[src/rtl/dw_ram_arbiter.sv]
`default_nettype none
// ============================================================================
// Module   : dw_ram_arbiter
// Purpose  : Shares one single-port synchronous RAM between a core port and a
//            granted external port, with starvation and burst limits.
// Revision : 1.0 - initial release
// ============================================================================
module dw_ram_arbiter #(
    parameter int AW         = 11,
    parameter int STARVE_MAX = 8,
    parameter int BURST_MAX  = 16
) (
    input  logic          sysclk,
    input  logic          reset,

    input  logic          core_req,
    input  logic          core_we,
    input  logic [AW-1:0] core_addr,
    input  logic [31:0]   core_wdata,
    output logic          core_hold,
    output logic [31:0]   core_rdata,

    input  logic          ext_req_r,
    output logic          ext_gnt_r,
    input  logic          ext_valid,
    input  logic          ext_we,
    input  logic [AW-1:0] ext_addr,
    input  logic [31:0]   ext_wdata,
    output logic [31:0]   ext_rdata,
    output logic          ext_rvalid,

    output logic          ram_cs,
    output logic          ram_we,
    output logic [AW-1:0] ram_addr,
    output logic [31:0]   ram_wdata,
    input  logic [31:0]   ram_rdata
);

    localparam int c_sw = (STARVE_MAX > 1) ? $clog2(STARVE_MAX) : 1;
    localparam int c_bw = (BURST_MAX > 1) ? $clog2(BURST_MAX) : 1;
    localparam logic [c_sw-1:0] c_starve_last = c_sw'(STARVE_MAX - 1);
    localparam logic [c_bw-1:0] c_burst_last  = c_bw'(BURST_MAX - 1);

    typedef enum logic [0:0] {
        ST_CORE = 1'b0,
        ST_EXT  = 1'b1
    } state_t;

    state_t          r_state;
    state_t          w_state_nxt;
    logic [c_sw-1:0] r_starve_cnt;
    logic [c_bw-1:0] r_burst_cnt;
    logic            r_ext_rvalid;
    logic            w_burst_last;
    logic            w_enter_ext;
    logic            w_ext_read;

    assign w_burst_last = (r_burst_cnt == c_burst_last);
    assign w_enter_ext  = (r_state == ST_CORE) && (w_state_nxt == ST_EXT);
    assign w_ext_read   = (r_state == ST_EXT) && ext_valid && !ext_we;

    always_comb begin
        w_state_nxt = r_state;
        case (r_state)
            ST_CORE: begin
                if (ext_req_r && (!core_req || (r_starve_cnt == c_starve_last)))
                    w_state_nxt = ST_EXT;
            end
            ST_EXT: begin
                // Burst limit only yields the RAM when the core actually wants it.
                if (!ext_req_r || (w_burst_last && ext_valid && core_req))
                    w_state_nxt = ST_CORE;
            end
            default: w_state_nxt = ST_CORE;
        endcase
    end

    always_ff @(posedge sysclk or posedge reset) begin
        if (reset) begin
            r_state <= ST_CORE;
        end else begin
            r_state <= w_state_nxt;
        end
    end

    always_ff @(posedge sysclk or posedge reset) begin
        if (reset) begin
            r_starve_cnt <= '0;
        end else if (w_enter_ext || !ext_req_r) begin
            r_starve_cnt <= '0;
        end else if ((r_state == ST_CORE) && core_req && (r_starve_cnt != c_starve_last)) begin
            r_starve_cnt <= r_starve_cnt + c_sw'(1);
        end
    end

    always_ff @(posedge sysclk or posedge reset) begin
        if (reset) begin
            r_burst_cnt <= '0;
        end else if (w_enter_ext) begin
            r_burst_cnt <= '0;
        end else if ((r_state == ST_EXT) && ext_valid) begin
            r_burst_cnt <= w_burst_last ? '0 : (r_burst_cnt + c_bw'(1));
        end
    end

    // Read strobe tracks the access, not the grant, so it survives a grant drop.
    always_ff @(posedge sysclk or posedge reset) begin
        if (reset) begin
            r_ext_rvalid <= 1'b0;
        end else begin
            r_ext_rvalid <= w_ext_read;
        end
    end

    always_comb begin
        ram_cs    = core_req;
        ram_we    = core_we;
        ram_addr  = core_addr;
        ram_wdata = core_wdata;
        core_hold = 1'b0;
        if (r_state == ST_EXT) begin
            ram_cs    = ext_valid;
            ram_we    = ext_we;
            ram_addr  = ext_addr;
            ram_wdata = ext_wdata;
            core_hold = core_req;
        end
    end

    assign ext_gnt_r  = (r_state == ST_EXT);
    assign ext_rvalid = r_ext_rvalid;
    assign core_rdata = ram_rdata;
    assign ext_rdata  = ram_rdata;

endmodule
`default_nettype wire

[config.mk]
export PLATFORM = sky130hd
export DESIGN_NAME = dw_ram_arbiter
export DESIGN_NICKNAME = d
export VERILOG_FILES = /design/src/rtl/dw_ram_arbiter.sv
export SDC_FILE = /design/constraint.sdc
export NUM_CORES = 1
export LEC_CHECK = 0
export BUFFER_PORTS_ARGS = -buffer_cell sky130_fd_sc_hd__buf_4
export CELL_PAD_IN_SITES_DETAIL_PLACEMENT = 2
export CELL_PAD_IN_SITES_GLOBAL_PLACEMENT = 2
export CORE_MARGIN = 3
export CORE_UTILIZATION = 13
export DETAILED_ROUTE_END_ITERATION = 10
export GPL_TIMING_DRIVEN = 0
export HOLD_SLACK_MARGIN = 0.06
export PLACE_DENSITY = 0.94
export REMOVE_ABC_BUFFERS = 1
export SKIP_LAST_GASP = 1
export SLEW_MARGIN = 40
export SYNTH_ARGS = -nofsm -noshare
export SYNTH_HDL_FRONTEND = slang
export SYNTH_SLANG_ARGS = --single-unit
export TNS_END_PERCENT = 30
[constraint.sdc]
create_clock -name sysclk -period 2.7 [get_ports sysclk]
set_input_delay 0.27 -clock sysclk [delete_from_list [all_inputs] [get_ports sysclk]]
set_output_delay 0.27 -clock sysclk [all_outputs]
set_load 0.05 [all_outputs]
==> results.md <==
- Post-layout instance area: 2331 sq um
- Area of the die: 13000 sq um
- Status: finished, final reports clean
- Maximum buffer depth of the clock tree: 2
- Crit share post-route: 71.88%
- Synth unique cells: 27
- Largest net degree at the start of global routing: 42
- Die Wd: 114.0 microns
- HP Class: input pin to flip-flop
- Crit path capture type: primary output
- Async SR Flop Fraction: 100.0%
- Drt first pass iters: 2
- Worst-Margin Slew: 0.3729 ns
- Count leader, synth: buf_4
- Synth Cell Area: 1516 sq um
- Worst path max stage delay: 0.56 ns
- Worst-skew pair later-pin latency: 0.24 ns
- R2R cell count: 5
- Min Hold Slack: 0.1994 ns
- Root buffer cell: clkbuf_16
- CTS tree: done
- Cell depth of the worst min-delay path: 2
- Global route overflow: 0
- Post-synth top area share: 33.17%
- Reg2Reg Launch Point: r_starve_cnt[0]
- Register area share after synthesis: 14.85%
- Clock Sinks: 9
- Worst reg2reg setup slack: 1.15 ns
- Vias per inst: 4.000
- Crit. Startpoint: ext_gnt_r
- WS Path Type: flip-flop to primary output
- Worst Path Required: 2.43 ns
- Max-slew violation count: 0
- Worst path bufs/invs: 2
- Critical path data arrival time: 1.67 ns
- Achievable clock frequency: 0.5153 GHz
- Die Y: 114.0 microns
- Post-DP HPWL: 7907 microns
- Non-Filler Instances: 377
- Synth top area cells: buf_4 33%, mux2_2 33%, dfrtp_1 15%
- GP Congestion: 0.7180
- Routed vias: 1508
- Initial antenna violation count: 0
- Post-CTS sizing: 0
- Inserted Clock Buffers: 3
- Syn_area_per_cell: 9.419 sq um
- Placeable Area: 11130 sq um
- WHS Endpoint: ext_rvalid
- Largest area contributor in the netlist: buf_4
- WL final: 9170 microns
- Worst Setup Start Kind: flip-flop
- Final setup viols: 0
- DR iter-0 viols: 39
- Critical path's top delay family: flip-flops
- # H-tree levels: 1
- Static Leak: 1.143 nW
- Ratio of cells with drive above 1 in the final layout: 81.43%
- First-pass GRT wire length: 12800 microns
- Number of remaining DRC errors: 0
- Site row count: 38
- MaxCap Viol Count: 0
- Placed insts: 372
- Synth Instances: 161
- Most instantiated cells after synthesis: 67 x buf_4, 44 x mux2_2, 9 x dfrtp_1
- Peak VDD IR: 0.1897 mV
- Crit-path cells: buf_12 -> mux2_2 -> buf_4
- RSZ-0062 raised after global routing: no
- Layout area overhead: 53.71%
- Clock-pin slew on the worst setup and hold paths: 0.04 ns
- Io pins: 237
- Reg-to-Reg End: r_starve_cnt[1]
- Post-placement cell area: 2242 sq um
- Wire length per cell: 24.32 microns
- Port Buffers: 140
- Worst-path fanout max: 41
- Endpoints failing hold: 0
- Yosys reg bits: 9
- Total Routing Usage GR: 13.63%
- Clock skew: 0.001418 ns
- Worst Hold Launch: ext_we
- CP max stage cell: dfrtp_4
- Antenna-violating nets left: 0
- Most used DFF post-synth: dfrtp_1
- Vias in the first global route: 1864
- Pwr dens: 502.3 nW/um^2
- Post-synth EDFFs: 0
- Initial Util: 13.63%
- Diodes inserted: 0
- Max-slew headroom: 75.11%
- Ys Warns: 0
- Post-layout minimum cycle time: 1.941 ns
- Nets@finish: 366
[through the flow]
| step | setup WS (ns) | util, % | TNS [ns] | power, mW |
|---|---|---|---|---|
| after CTS | 0.7420 | 20.95 | 0 | 1.189 |
| after global routing | 0.6860 | 20.95 | 0 | 1.236 |
| after global placement | -0.08038 | 19.94 | -2.039 | 0.8942 |
| after detailed placement | 0.9965 | 20.15 | 0 | 0.9111 |
| after floorplan | -0.3019 | - | -0.3019 | 0.6163 |
| final | 0.7593 | 20.95 | 0 | 1.171 |
[state kept, by name, summed over array words and instances (netlist names)]
signal,cells
ext_gnt_r,1
ext_rvalid,1
r_burst_cnt,4
r_starve_cnt,3
[repair_timing]
action | in CTS | in global routing
buffers inserted | 0 | 0
endpoints found under the hold margin | 9 | 0
hold buffers | 1 | 0
[worst max path at each step]
| stage | to | depth (start not counted) |
|---|---|---|
| after floorplan | ram_cs | 1 |
| after global placement | ram_wdata[9] | 2 |
| after detailed placement | ram_wdata[20] | 3 |
| after CTS | ram_wdata[20] | 3 |
| after global routing | ram_wdata[20] | 3 |
| final | ram_wdata[20] | 3 |
[area by class of cell]
type	count	area (sq um)
Sequential cell	9	229.0
Timing Repair Buffer	142	1081
Fill cell	1297	8795
Tap cell	140	175.2
Clock buffer	4	78.83
Inverter	5	18.77
Multi-Input combinational cell	77	748.2
[cell usage in the layout (no fill, tap or decap), drive strengths merged]
master	synthesis	layout
a211o	2	2
a21boi	2	2
a21oi	1	1
a311o	1	1
a31o	3	3
and2	1	1
and3	2	2
buf	70	141
clkbuf	0	4
dfrtp	9	9
dlygate4sd3	0	1
ha	3	3
inv	5	5
mux2	44	44
nand2	5	5
nand2b	3	3
nand3	2	2
nand3b	1	1
nor2	1	1
nor3	1	1
nor3b	1	1
nor4bb	1	1
o211ai	1	1
o21ai	1	1
xnor2	1	1
[power breakdown]
part	switching (mW)	internal (mW)	leakage (nW)	total, mW
sequential	0.0296	0.155	0.119	0.185
clock	0.0664	0.198	0.0382	0.264
combinational	0.431	0.292	0.985	0.722
[layer usage]
layer  wire, microns  track usage [%]
met5             155            10.20
met4              49            1.346
met3            1945            13.10
met2            3360            17.14
met1            3658            16.32
[kinds of logic (layout without fill, tap and decap cells)]
family | after synthesis | after routing | synth area share (%)
flops | 9 | 9 | 14.85
xor+xnor | 1 | 1 | 0.5777
fa+ha+maj | 3 | 3 | 2.476
mux | 44 | 44 | 32.67
buf+inv | 75 | 151 | 35.81
simple gates | 18 | 18 | 7.920
compound gates | 11 | 11 | 5.693
Note: power is estimated with default switching activity, not from simulation.
